## config.mk

```make
export PLATFORM = sky130hd
export DESIGN_NAME = vend_dp_gen
export DESIGN_NICKNAME = d
export VERILOG_FILES = /design/src/rtl/vend_pkg.sv /design/src/rtl/vend_change_planner.sv /design/src/rtl/vend_dp_gen.sv
export SDC_FILE = /design/constraint.sdc
export NUM_CORES = 1
export LEC_CHECK = 0
export ABC_CLOCK_PERIOD_IN_PS = 35300
export CAP_MARGIN = 40
export CORE_ASPECT_RATIO = 0.9
export CORE_UTILIZATION = 40
export DETAILED_ROUTE_END_ITERATION = 8
export PLACE_DENSITY = 0.66
export SYNTH_ARGS = -nofsm -noshare
export SYNTH_HDL_FRONTEND = slang
export SYNTH_HIERARCHICAL = 1
export SYNTH_SLANG_ARGS = --single-unit
```

## constraint.sdc

```tcl
create_clock -name in_clka -period 35.3 [get_ports in_clka]
set_clock_uncertainty 0.05 [all_clocks]
set_input_delay 7.06 -clock in_clka [delete_from_list [all_inputs] [get_ports in_clka]]
set_output_delay 7.06 -clock in_clka [all_outputs]
set_load 0.01 [all_outputs]
```

## src/rtl/vend_pkg.sv

```systemverilog
// Shared types and constants for the vending datapath: FSM states, coin
// denominations in quarter units and the packed price-table slicer.
package vend_pkg;

   typedef enum logic [2:0] {
      ST_IDLE,
      ST_CHECK,
      ST_VEND,
      ST_CHANGE,
      ST_DONE
   } vendState_t;

   localparam int UNIT_5   = 20;
   localparam int UNIT_1   = 4;
   localparam int UNIT_05  = 2;
   localparam int UNIT_025 = 1;

   localparam int PRICES_MAX_W  = 1024;
   localparam int PRICE_SLICE_W = 64;

   // Extracts price 'idx' of 'width' bits from a zero-extended packed table.
   function automatic logic [PRICE_SLICE_W-1:0] priceSlice(
      input logic [PRICES_MAX_W-1:0] prices,
      input int unsigned             idx,
      input int unsigned             width
   );
      logic [PRICES_MAX_W-1:0]  shifted;
      logic [PRICE_SLICE_W-1:0] mask;
      shifted = prices >> (idx * width);
      mask = (width >= PRICE_SLICE_W) ? '1
           : ((PRICE_SLICE_W'(1) << width) - PRICE_SLICE_W'(1));
      return PRICE_SLICE_W'(shifted) & mask;
   endfunction

endpackage

```

## src/rtl/vend_change_planner.sv

```systemverilog
// Bounded greedy change planner for the 4/2/1 quarter-unit coin system;
// purely combinational, feasible only when the greedy residue reaches zero.
module vend_change_planner
   import vend_pkg::*;
#(
   parameter int MONEY_W = 16,
   parameter int CNT_W   = 8
)(
   input  logic [MONEY_W-1:0] i_amount,
   input  logic [CNT_W-1:0]   i_c1,
   input  logic [CNT_W-1:0]   i_c05,
   input  logic [CNT_W-1:0]   i_c025,
   output logic [CNT_W-1:0]   o_n1,
   output logic [CNT_W-1:0]   o_n05,
   output logic [CNT_W-1:0]   o_n025,
   output logic               o_feasible
);

   localparam int W = ((MONEY_W > CNT_W) ? MONEY_W : CNT_W) + 1;

   logic [W-1:0] w_amt;
   logic [W-1:0] w_q1;
   logic [W-1:0] w_n1;
   logic [W-1:0] w_r1;
   logic [W-1:0] w_q05;
   logic [W-1:0] w_n05;
   logic [W-1:0] w_r2;
   logic [W-1:0] w_n025;
   logic [W-1:0] w_r3;
   logic [W-1:0] w_c1;
   logic [W-1:0] w_c05;
   logic [W-1:0] w_c025;

   assign w_amt  = W'(i_amount);
   assign w_c1   = W'(i_c1);
   assign w_c05  = W'(i_c05);
   assign w_c025 = W'(i_c025);

   assign w_q1   = w_amt / W'(UNIT_1);
   assign w_n1   = (w_q1 < w_c1) ? w_q1 : w_c1;
   assign w_r1   = w_amt - (w_n1 * W'(UNIT_1));

   assign w_q05  = w_r1 / W'(UNIT_05);
   assign w_n05  = (w_q05 < w_c05) ? w_q05 : w_c05;
   assign w_r2   = w_r1 - (w_n05 * W'(UNIT_05));

   assign w_n025 = (w_r2 < w_c025) ? w_r2 : w_c025;
   assign w_r3   = w_r2 - w_n025;

   assign o_n1       = CNT_W'(w_n1);
   assign o_n05      = CNT_W'(w_n05);
   assign o_n025     = CNT_W'(w_n025);
   assign o_feasible = (w_r3 == '0);

endmodule

```

## src/rtl/vend_dp_gen.sv

```systemverilog
// Parametrised vending-machine datapath: item stocks, change bank, credit
// accumulation, and the IDLE/CHECK/VEND/CHANGE/DONE purchase sequencer.
module vend_dp_gen
   import vend_pkg::*;
#(
   parameter int                         N_ITEMS    = 4,
   parameter int                         MONEY_W    = 16,
   parameter int                         CNT_W      = 8,
   parameter logic [N_ITEMS*MONEY_W-1:0] PRICES     = {16'd4, 16'd5, 16'd6, 16'd7},
   parameter int                         INIT_STOCK = 4,
   parameter int                         INIT_C1    = 2,
   parameter int                         INIT_C05   = 2,
   parameter int                         INIT_C025  = 0
)(
   input  logic               in_clka,
   input  logic               in_restart_n,
   input  logic [N_ITEMS-1:0] in_sel,
   input  logic               in_ins_5,
   input  logic               in_ins_1,
   input  logic               in_ins_05,
   input  logic               in_ins_025,
   input  logic               in_vend,
   input  logic               in_cancel,
   input  logic               in_restock,
   output logic [N_ITEMS-1:0] out_stock,
   output logic [N_ITEMS-1:0] out_csel,
   output logic [MONEY_W-1:0] out_credit,
   output logic [MONEY_W-1:0] out_total,
   output logic [N_ITEMS-1:0] out_spit,
   output logic               out_coin_1,
   output logic               out_coin_05,
   output logic               out_coin_025,
   output logic               out_busy,
   output logic               out_done,
   output logic               out_err_funds,
   output logic               out_err_nochange,
   output logic               out_reject
);

   vendState_t         r_state;
   vendState_t         w_nextState;

   logic [MONEY_W-1:0] r_credit;
   logic [N_ITEMS-1:0] r_csel;
   logic [CNT_W-1:0]   r_stock [N_ITEMS];
   logic [CNT_W-1:0]   r_c1;
   logic [CNT_W-1:0]   r_c05;
   logic [CNT_W-1:0]   r_c025;
   logic [CNT_W-1:0]   r_n1;
   logic [CNT_W-1:0]   r_n05;
   logic [CNT_W-1:0]   r_n025;
   logic               r_isCancel;

   logic [N_ITEMS-1:0] r_spit;
   logic               r_coin1;
   logic               r_coin05;
   logic               r_coin025;
   logic               r_done;
   logic               r_errFunds;
   logic               r_errNochange;
   logic               r_reject;

   logic [MONEY_W-1:0] w_price [N_ITEMS];
   logic [N_ITEMS-1:0] w_stockNz;
   logic [MONEY_W-1:0] w_total;
   logic [MONEY_W-1:0] w_change;
   logic               w_fundsBad;
   logic [CNT_W-1:0]   w_planN1;
   logic [CNT_W-1:0]   w_planN05;
   logic [CNT_W-1:0]   w_planN025;
   logic               w_planOk;
   logic               w_insAny;
   logic [MONEY_W:0]   w_insSum;
   logic [MONEY_W:0]   w_creditSum;
   logic               w_insOverflow;
   logic [MONEY_W-1:0] w_coinVal;
   logic               w_payCoin;

   for (genvar i = 0; i < N_ITEMS; i++) begin : g_item
      assign w_price[i]   = MONEY_W'(priceSlice(PRICES_MAX_W'(PRICES), i, MONEY_W));
      assign w_stockNz[i] = |r_stock[i];
   end

   always_comb begin
      w_total = '0;
      for (int i = 0; i < N_ITEMS; i++) begin
         if (r_csel[i]) begin
            w_total = w_total + w_price[i];
         end
      end
   end

   // A cancel is a purchase of nothing: every credit unit goes back as change.
   assign w_fundsBad = !r_isCancel && ((w_total == '0) || (r_credit < w_total));
   assign w_change   = r_isCancel ? r_credit : (r_credit - w_total);

   vend_change_planner #(
      .MONEY_W (MONEY_W),
      .CNT_W   (CNT_W)
   ) u_planner (
      .i_amount   (w_change),
      .i_c1       (r_c1),
      .i_c05      (r_c05),
      .i_c025     (r_c025),
      .o_n1       (w_planN1),
      .o_n05      (w_planN05),
      .o_n025     (w_planN025),
      .o_feasible (w_planOk)
   );

   assign w_insAny      = in_ins_5 | in_ins_1 | in_ins_05 | in_ins_025;
   assign w_insSum      = (MONEY_W+1)'(in_ins_5   ? UNIT_5   : 0)
                        + (MONEY_W+1)'(in_ins_1   ? UNIT_1   : 0)
                        + (MONEY_W+1)'(in_ins_05  ? UNIT_05  : 0)
                        + (MONEY_W+1)'(in_ins_025 ? UNIT_025 : 0);
   assign w_creditSum   = {1'b0, r_credit} + w_insSum;
   assign w_insOverflow = w_creditSum[MONEY_W];

   assign w_coinVal = (r_n1  != '0) ? MONEY_W'(UNIT_1)
                    : (r_n05 != '0) ? MONEY_W'(UNIT_05)
                    : (r_n025 != '0) ? MONEY_W'(UNIT_025)
                    : '0;
   assign w_payCoin = (r_state == ST_CHANGE) && (r_credit != '0) && (w_coinVal != '0);

   always_ff @(posedge in_clka) begin
      if (!in_restart_n) begin
         r_state <= ST_IDLE;
      end else begin
         r_state <= w_nextState;
      end
   end

   always_comb begin
      w_nextState = r_state;
      case (r_state)
         ST_IDLE: begin
            if (in_cancel || in_vend) begin
               w_nextState = ST_CHECK;
            end
         end
         ST_CHECK: begin
            if (w_fundsBad || !w_planOk) begin
               w_nextState = ST_IDLE;
            end else if (r_isCancel) begin
               w_nextState = ST_CHANGE;
            end else begin
               w_nextState = ST_VEND;
            end
         end
         ST_VEND: w_nextState = ST_CHANGE;
         // Leave together with the last coin so out_done follows it directly.
         ST_CHANGE: begin
            if (!w_payCoin || (r_credit == w_coinVal)) begin
               w_nextState = ST_DONE;
            end
         end
         ST_DONE: w_nextState = ST_IDLE;
         default: w_nextState = ST_IDLE;
      endcase
   end

   always_ff @(posedge in_clka) begin
      if (!in_restart_n) begin
         r_credit      <= '0;
         r_csel        <= '0;
         for (int i = 0; i < N_ITEMS; i++) begin
            r_stock[i] <= CNT_W'(INIT_STOCK);
         end
         r_c1          <= CNT_W'(INIT_C1);
         r_c05         <= CNT_W'(INIT_C05);
         r_c025        <= CNT_W'(INIT_C025);
         r_n1          <= '0;
         r_n05         <= '0;
         r_n025        <= '0;
         r_isCancel    <= 1'b0;
         r_spit        <= '0;
         r_coin1       <= 1'b0;
         r_coin05      <= 1'b0;
         r_coin025     <= 1'b0;
         r_done        <= 1'b0;
         r_errFunds    <= 1'b0;
         r_errNochange <= 1'b0;
         r_reject      <= 1'b0;
      end else begin
         r_spit        <= '0;
         r_coin1       <= 1'b0;
         r_coin05      <= 1'b0;
         r_coin025     <= 1'b0;
         r_done        <= 1'b0;
         r_errFunds    <= 1'b0;
         r_errNochange <= 1'b0;
         r_reject      <= 1'b0;
         case (r_state)
            ST_IDLE: begin
               if (w_insAny) begin
                  if (w_insOverflow) begin
                     r_reject <= 1'b1;
                  end else begin
                     r_credit <= w_creditSum[MONEY_W-1:0];
                     r_c1     <= r_c1   + CNT_W'(in_ins_1   && (r_c1   != '1));
                     r_c05    <= r_c05  + CNT_W'(in_ins_05  && (r_c05  != '1));
                     r_c025   <= r_c025 + CNT_W'(in_ins_025 && (r_c025 != '1));
                  end
               end
               if (in_cancel || in_vend) begin
                  r_isCancel <= in_cancel;
               end else begin
                  r_csel <= (r_csel ^ in_sel) & w_stockNz;
                  if (in_restock) begin
                     for (int i = 0; i < N_ITEMS; i++) begin
                        r_stock[i] <= CNT_W'(INIT_STOCK);
                     end
                  end
               end
            end
            ST_CHECK: begin
               if (w_fundsBad) begin
                  r_errFunds <= 1'b1;
               end else if (!w_planOk) begin
                  r_errNochange <= 1'b1;
               end else begin
                  r_n1   <= w_planN1;
                  r_n05  <= w_planN05;
                  r_n025 <= w_planN025;
               end
            end
            ST_VEND: begin
               r_spit <= r_csel;
               for (int i = 0; i < N_ITEMS; i++) begin
                  r_stock[i] <= r_stock[i] - CNT_W'(r_csel[i]);
               end
               r_csel   <= '0;
               r_credit <= w_change;
            end
            ST_CHANGE: begin
               if (w_payCoin) begin
                  r_credit <= r_credit - w_coinVal;
                  if (r_n1 != '0) begin
                     r_n1    <= r_n1 - CNT_W'(1);
                     r_c1    <= r_c1 - CNT_W'(1);
                     r_coin1 <= 1'b1;
                  end else if (r_n05 != '0) begin
                     r_n05    <= r_n05 - CNT_W'(1);
                     r_c05    <= r_c05 - CNT_W'(1);
                     r_coin05 <= 1'b1;
                  end else begin
                     r_n025    <= r_n025 - CNT_W'(1);
                     r_c025    <= r_c025 - CNT_W'(1);
                     r_coin025 <= 1'b1;
                  end
               end
            end
            ST_DONE: r_done <= 1'b1;
            default: ;
         endcase
         if ((r_state != ST_IDLE) && w_insAny) begin
            r_reject <= 1'b1;
         end
      end
   end

   assign out_stock        = w_stockNz;
   assign out_csel         = r_csel;
   assign out_credit       = r_credit;
   assign out_total        = w_total;
   assign out_spit         = r_spit;
   assign out_coin_1       = r_coin1;
   assign out_coin_05      = r_coin05;
   assign out_coin_025     = r_coin025;
   assign out_busy         = (r_state != ST_IDLE);
   assign out_done         = r_done;
   assign out_err_funds    = r_errFunds;
   assign out_err_nochange = r_errNochange;
   assign out_reject       = r_reject;

endmodule

```

==> results.yml <==
cts:
  cts.hold.buffers_added: 0
  path_clk_slew_ns: 0.06
  clockRootBuffer: "clkbuf_16"
  cts_setup_buffers: 0
  cts_buffers: 17
  clockBufferDepth: 2
  clock_latency_ns: 0.43
  cts-resized-gates: 0
  cts.sinks: 115
  htreeDepth: 4
  tritoncts: "done"
synth:
  ys_warn_count: 6
  synth_top_area_cell: "dfxtp_1"
  synth_ff_type: "dfxtp_1"
  synth-async-reset-ratio: 0
  synth_most_common_cell: "nor2_1"
  synth_top_area_share: 0.171
  synth.avg_cell_area_um2: 8.13
  syn-cell-area_um2: 10700
  ys_seq_area_frac: 0.238
  netlist_instances: 1313
  synth_area_leaders: "dfxtp_1 17%, ha_1 11%, edfxtp_1 6.8%"
  ys_ff_latch: 115
  synth-edff-count: 24
  ys_types: 101
  synth_common_cells: "138 x nor2_1, 96 x ha_1, 93 x nand2_1"
setup_path:
  critPathCaptureType: "flop"
  critPathMaxFanout: 16
  arrival_ns: 15.96
  path_common_cell: "ha_1"
  path_class: "reg -> reg"
  cpMaxStageDelayCell: "a211oi_4"
  worstSetupStartpointType: "flop"
  cp.required_ns: 35.60
  cp_slowest_stage_delay_ns: 0.79
timing:
  finalCritPeriodShare: 0.444
  final-setup-viol-count: 0
  max_freq_mhz: 63.9
  worst_pin_slew_ns: 0.917
  slew_viol_final: 0
  hold_viol: 0
  max_slew_margin: 0.384
  period_needed_ns: 15.66
  grt_setup_unrepaired: "no"
  fin_tns_setup_ns: 0
floorplan:
  die_width_um: 174
  die_h_um: 157
  start_util: 0.409
  ios: 65
  rows: 56
  core_um2: 26100
  die_area_um2: 27300
detailed_routing:
  drtIter0Drc: 1005
  drc_errors: 0
  first_pass_iters: 6
  wl_per_cell_um: 17.2
  antenna_left: 0
  wl_um: 29200
  num_vias: 9824
  avgViaCountPerCell: 5.78
grt:
  met1_usage: 0.307
  grt_overflow: 0
  top_usage_layer: "met2"
  met3_usage: 0.0428
  grt_pass1_vias: 9008
  track_usage: 0.217
  grt_pass1_wl_um: 47600
  grt_max_degree: 51
  use_met2: 0.334
  antenna_found_initial: 0
place:
  dp_hpwl_um: 21900
  dp_cells: 1668
  gp_congestion: 0.940
  io_buffers: 54
flow_run:
  drv_cap: 0
layout:
  instances_no_fill: 1701
  num-nets-final: 1457
  fillers: 2561
  syn_to_final_growth_pct: 12.5
  layout-drive-gt1-share: 0.0821
outcome:
  outcome: "finished clean"
hold_path:
  hp-class: "reg -> reg"
per-layer routing:
metal  part of all wire  up-vias
li1                   -     4806
met5                  0        -
met1               0.49     4652
met4              0.016        0
met3              0.062       43
met2               0.44      323
registers in the layout, indices dropped and copies added (netlist names), 3 cells and up:
| signal | cells |
|---|---|
| out_credit | 16 |
| out_csel | 4 |
| out_spit | 4 |
| r_c025 | 8 |
| r_c05 | 8 |
| r_c1 | 8 |
| r_n025 | 8 |
| r_n05 | 8 |
| r_n1 | 8 |
| r_state | 3 |
| r_stock | 32 |
cell usage in the layout, fill, tap and decap left out, types with 13 or more instances in the layout:
cell type and count:
clkbuf_16 17, nand2_1 93, mux2_2 15, nand2b_1 20, or3_1 21, edfxtp_1 24
nor2_1 138, buf_4 13, nand4_1 16, nor2b_1 19, dfxtp_1 91, a211oi_1 17
a21o_1 25, clkdlybuf4s50_1 53, ha_1 96, a21oi_1 91, inv_1 81, nand3_1 33
nor4_1 14, o21ai_0 45, mux2i_1 41, nor3_1 50, o31ai_1 13, o21a_1 14
xnor2_1 47, xor2_1 33
per-stage QoR:
stage / setup slack (ns) / instance area [µm²] / hold WS [ns] / util
floorplan: 22.16 / 10700 / 0.405 / -
global placement: 20.28 / 11400 / 0.422 / 0.436
detailed placement: 19.89 / 11400 / 0.429 / 0.437
CTS: 19.84 / 12000 / 0.437 / 0.459
global route: 18.52 / 12000 / 0.488 / 0.459
finish: 19.64 / 12000 / 0.439 / 0.459
path summary, 6_finish.rpt:
path	endpoint	startpoint	slack, ns	depth (start not counted)
worst max-delay path	r_n1[0]$_SDFFE_PN0P_	out_csel[0]$_SDFFE_PN0P_	19.64	61
worst min-delay path	r_n1[1]$_SDFFE_PN0P_	r_n1[1]$_SDFFE_PN0P_	0.44	2
worst max register to register	r_n1[0]$_SDFFE_PN0P_	out_csel[0]$_SDFFE_PN0P_	19.64	61
worst min register to register	r_n1[1]$_SDFFE_PN0P_	r_n1[1]$_SDFFE_PN0P_	0.44	2
layout make-up:
type | instances | area [µm²] | area share
sequential | 115 | 2540 | 0.212
clock inverter | 13 | 159 | 0.0132
multi-input combinational | 1055 | 7490 | 0.624
antenna | 1 | 2.50 | 0.000208
tap | 348 | 435 | 0.0363
inverter | 83 | 313 | 0.0261
clock buffer | 19 | 433 | 0.0361
timing repair buffer | 67 | 633 | 0.0527
worst max-delay path: cells and delay by family (launching register included):
family / cells / cell delay (ns)
buffers and inverters: 5 / 0.48
AOI/OAI and AO/OA: 28 / 5.98
adders and majority gates: 10 / 2.88
xor gates and xnor gates: 2 / 0.69
muxes: 4 / 1.29
DFF: 1 / 0.55
and+or+nand+nor: 12 / 3.66
cells by family (layout without fill, tap and decap cells):
group / after synthesis / after routing / share of synthesized area
buf+inv: 152 / 182 / 0.0636
compound gates: 320 / 320 / 0.210
flops: 115 / 115 / 0.238
mux: 59 / 59 / 0.0585
xor+xnor: 82 / 82 / 0.0687
simple gates: 478 / 478 / 0.230
other cells: 1 / 11 / 0.000351
fa+ha+maj: 106 / 106 / 0.130
Power is not shown: default switching activity piles up to over one toggle a cycle in this logic, so the estimate is an artifact.
==> RTL change 1, RTL diff (config.mk and constraints unchanged) <==
Encoding of `vendState_t`: now Gray code (3 bits for 5 states).
--- a/src/rtl/vend_pkg.sv
+++ b/src/rtl/vend_pkg.sv
@@ -3,11 +3,11 @@
 package vend_pkg;
 
    typedef enum logic [2:0] {
-      ST_IDLE,
-      ST_CHECK,
-      ST_VEND,
-      ST_CHANGE,
-      ST_DONE
+      ST_IDLE   = 3'b000,
+      ST_CHECK  = 3'b001,
+      ST_VEND   = 3'b011,
+      ST_CHANGE = 3'b010,
+      ST_DONE   = 3'b110
    } vendState_t;
 
    localparam int UNIT_5   = 20;
Behaviour: no difference found for any inputs over 4 cycles, from zero or initial values; so few cycles prove little.
==> RTL change 1 against the original RTL <==
Worst setup slack worse by 0.95 ns; fmax is 5.7% lower; first-iteration DRC count is 14% lower; area after synthesis is 0.39% higher; cell count is 1.6% higher; design area is 0.36% higher; wire length is 1.6% higher; sequential cell count stayed put.
==> RTL change 1: results (changes against the original RTL) <==
Fillcell total -> 2,598 (+1.4%)
Status -> finished clean
Met3 Use GR -> 4.37% (+0.097 points)
Share of the synthesized area in the top cell type -> 17.0% (-0.066 points)
Vias in the first global route -> 9,174 (+1.8%)
Final wirelength -> 29,700 um (+1.6%)
Final layout net count -> 1,486 (+2.0%)
Hold Path Cell Cnt -> 1 (-1)
Delay-heaviest family, CP -> compound AO/OA/AOI/OAI gates
Post-Synth XOR/XNOR Area -> 6.54% (-0.33 points)
GP Congestion -> 0.923 (-1.8%)
Synth cell count leaders -> nand2_1 (129), nor2_1 (123), ha_1 (97), dfxtp_1 (91), inv_1 (89)
R2R setup slack -> 18.69 ns (-0.95 ns)
Share of post-route cells with drive strength above 1 -> 7.75% (-0.46 points)
Worst Path Arrival -> 16.91 ns (+0.95 ns)
Cell variety after synth -> 99 (-2.0%)
Initial DRC count -> 866 (-14%)
Critical R2R Capture -> r_n05[0]
Crit path capture -> r_n05[0]
WHS -> 0.439 ns (+0.000798 ns)
Compound-Gate Fraction of Synth Area -> 21.3% (+0.29 points)
Antenna diode count -> 0 (-1)
Met2 usage -> 33.5% (+0.076 points)
Largest net degree at the start of global routing -> 54 (+5.9%)
Total number of vias -> 10,100 (+2.7%)
Total GRT Usage -> 21.8% (about the same)
Initial antenna violation count -> 2 (+2)
Clk slew on worst S/H paths -> 0.07 ns
Largest cells by area after synthesis -> dfxtp_1 (17%), ha_1 (11%), edfxtp_1 (6.7%)
Post-synthesis sequential area ratio -> 23.7% (-0.092 points)
First-pass GRT wire length -> 47,900 um (+0.65%)
Worst reg2reg path depth -> 62 (+1.6%)
Grt met1 use -> 30.7% (-0.055 points)
Mux share of post-synthesis cell area -> 5.79% (-0.058 points)
-- RTL change 1: layer usage --
layer	part of all wire [%]	vias up
li1	-	4903
met1	48	4785
met2	44	363
met3	6.8	34
met4	1.7	0
met5	0	-
-- RTL change 1: layout make-up --
type	count	share of cell area (%)
Timing Repair Buffer	65	5.30
Clock buffer	17	3.53
Clock inverter	15	1.26
Multi-Input combinational cell	1077	62.4
Sequential cell	115	21.1
Tap cell	348	3.61
Inverter	91	2.83
-- RTL change 1: stage by stage --
step	cells	area, sq um	setup slack, ns
after floorplan	1351	10800	21.87
after global placement	1694	11400	19.59
after detailed placement	1696	11500	19.13
after CTS	1728	12100	18.99
after global routing	1728	12100	17.68
final	1728	12100	18.69
-- RTL change 1: kinds of logic after synthesis --
kind of cell,count (synthesis)
xor gates and xnor gates,77
DFF,115
muxes,59
AOI/OAI and AO/OA,333
and+or+nand+nor,491
other,1
buffers and inverters,159
adders and majority gates,107
-- RTL change 1: how the worst min path moves through the flow --
stage | startpoint | to
2_1_floorplan | r_n05[7] | r_n05[7]
3_3_place_gp | r_n05[7] | r_n05[7]
3_5_place_dp | r_n05[7] | r_n05[7]
4_1_cts | r_n025[7] | r_n025[7]
5_1_grt | r_n05[7] | r_n05[7]
6_report | r_n05[7] | r_n05[7]
-- RTL change 1: where the power goes --
part / leakage [uW] / total (uW) / internal [uW] / switching (uW)
registers: 0.000982 / 169 / 146 / 23.2
logic: 0.00356 / 935 / 391 / 544
clock network: 0.000280 / 174 / 94.3 / 79.7
total: 0.00482 / 1280 / 631 / 647
-- RTL change 1: worst reg2reg max path: cells and delay by family, from the launching register on --
kind | cells | cell delay [ns]
mux | 4 | 1.37
simple gates | 11 | 3.34
buf+inv | 5 | 0.50
flops | 1 | 0.51
fa+ha+maj | 10 | 2.92
xor+xnor | 2 | 0.45
compound gates | 30 | 7.37
==> RTL change 2, RTL diff (config.mk and constraints unchanged) <==
Without the edit above. Set the parameter `N_ITEMS` to 8 (it was 4).
--- a/src/rtl/vend_dp_gen.sv
+++ b/src/rtl/vend_dp_gen.sv
@@ -3,7 +3,7 @@
 module vend_dp_gen
    import vend_pkg::*;
 #(
-   parameter int                         N_ITEMS    = 4,
+   parameter int                         N_ITEMS    = 8,
    parameter int                         MONEY_W    = 16,
    parameter int                         CNT_W      = 8,
    parameter logic [N_ITEMS*MONEY_W-1:0] PRICES     = {16'd4, 16'd5, 16'd6, 16'd7},
Interface: changed (resized in_sel, out_csel, out_spit and out_stock); port bits go from 65 to 81. The function was not compared with the original's and may differ.
==> RTL change 2 against the original RTL <==
Via count increased by 14%; sequential cell count increased by 40; design area increased by 18%; synthesized cell count increased by 14%; cell count increased by 15%; wire length increased by 20%; worst setup slack got worse by 1.2 ns; area after synthesis increased by 18%.
==> RTL change 2: results (changes against the original RTL) <==
Status -> finished clean
Cell variety after synth -> 103 (+2.0%)
Slowest cell on the critical path -> nor3_1
Final layout net count -> 1,668 (+14%)
Total GRT Usage -> 22.0% (+0.23 points)
Synth cell count leaders -> nor2_1 (168), a21oi_1 (104), ha_1 (104), nand2_1 (101), inv_1 (100)
First-pass GRT wire length -> 56,200 um (+18%)
# resized after CTS -> 0 (unchanged)
Worst-Margin Slew -> 0.929 ns (+0.0125 ns)
CP max FO -> 43 (+27)
Clock buffer depth -> 2 (unchanged)
Delay of the slowest critical-path stage -> 0.72 ns (-0.07 ns)
Biggest register -> r_stock
Worst-Skew Late Latency -> 0.45 ns (+0.02 ns)
GP Congestion -> 0.945 (+0.53%)
TritonRoute pass-1 iters -> 7 (+1)
Post-synthesis sequential area ratio -> 29.1% (+5.3 points)
Leakage power -> 0.00549 uW
Largest cells by area after synthesis -> dfxtp_1 (16%), edfxtp_1 (13%), ha_1 (10%)
Post-route setup TNS -> 0 ns (unchanged)
DR vias/cell -> 5.73 (-0.83%)
Worst vdd ir -> 0.113 mV
Initial antenna violation count -> 0 (unchanged)
Root buffer cell -> clkbuf_16
HP Class -> reg -> reg
Post-synth EDFFs -> 56 (+130%)
Largest register FFs -> 64 (+100%)
Largest net degree at the start of global routing -> 63 (+24%)
Ys async rst share -> 0% (unchanged)
H-tree levels -> 4 (unchanged)
Clock buffer count from CTS -> 17 (unchanged)
Clk slew on worst S/H paths -> 0.08 ns (+0.02 ns)
Worst Path Arrival -> 17.13 ns (+1.17 ns)
Share of post-route cells with drive strength above 1 -> 7.22% (-0.99 points)
Fillcell total -> 3,005 (+17%)
Initial DRC count -> 969 (-3.6%)
DP Wirelength -> 25,400 um (+16%)
Vias in the first global route -> 10,500 (+17%)
Antenna diode count -> 0 (-1)
Syn. warnings -> 6 (unchanged)
# Post-CTS Setup Buffers -> 0 (unchanged)
IO Port Bufs -> 70 (+30%)
Final wirelength -> 34,900 um (+20%)
[RTL change 2: critical path: cells and delay by family, from the launching register on]
kind,cells,cell delay [ns]
adders and majority gates,8,2.25
muxes,4,1.24
buffers and inverters,4,0.32
xor gates and xnor gates,2,0.34
DFF,1,0.54
and+or+nand+nor,18,6.18
AOI/OAI and AO/OA,23,5.75
[RTL change 2: area by class of cell]
class | instances | area [sq um] | share of cell area [%]
sequential | 155 | 3660 | 25.9
clock buffer | 17 | 425 | 3.01
tap | 409 | 512 | 3.62
multi-input combinational | 1173 | 8100 | 57.2
timing repair buffer | 89 | 858 | 6.07
clock inverter | 15 | 209 | 1.48
inverter | 102 | 388 | 2.74
[RTL change 2: metal layers]
layer | share of wire (%) | track usage, % | up-vias
met5 | 0 | 0 | -
met4 | 2.9 | 8.49 | 0
met3 | 7.1 | 4.39 | 64
met2 | 43 | 33.1 | 378
met1 | 47 | 30.7 | 5267
li1 | - | - | 5517
[RTL change 2: path summary, 6_finish.rpt]
path | slack (ns) | startpoint | endpoint | cells after the start
worst max register to register | 18.48 | out_csel[0] | r_n025[4] | 59
worst min register to register | 0.45 | r_n1[0] | r_n1[0] | 2
worst max-delay path | 18.48 | out_csel[0] | r_n025[4] | 59
worst min-delay path | 0.45 | r_n1[0] | r_n1[0] | 2
[RTL change 2: power breakdown]
part	internal (uW)	switching [uW]	total (uW)	leakage, uW
sequential	203	32.0	235	0.00137
combinational	438	591	1030	0.00382
clock	98.2	99.1	197	0.000303
[RTL change 2: per-stage QoR]
stage / utilization [%] / cell area (sq um) / std cells / hold slack (ns) / worst slack [ns]
2_1_floorplan: - / 12600 / 1511 / 0.413 / 21.09
3_3_place_gp: 43.5 / 13500 / 1923 / 0.427 / 19.10
3_5_place_dp: 43.7 / 13500 / 1928 / 0.435 / 18.83
4_1_cts: 45.8 / 14200 / 1960 / 0.445 / 18.74
5_1_grt: 45.8 / 14200 / 1960 / 0.473 / 17.24
6_report: 45.8 / 14200 / 1960 / 0.448 / 18.48
[RTL change 2: cell families (layout without fill, tap and decap cells)]
kind of cell,after synthesis,after routing,share of synthesized area [%]
AOI/OAI and AO/OA,368,368,19.7
xor gates and xnor gates,98,98,6.89
adders and majority gates,114,114,11.9
buffers and inverters,183,223,6.79
DFF,155,155,29.1
muxes,48,48,4.06
other,1,10,0.0298
and+or+nand+nor,535,535,21.6
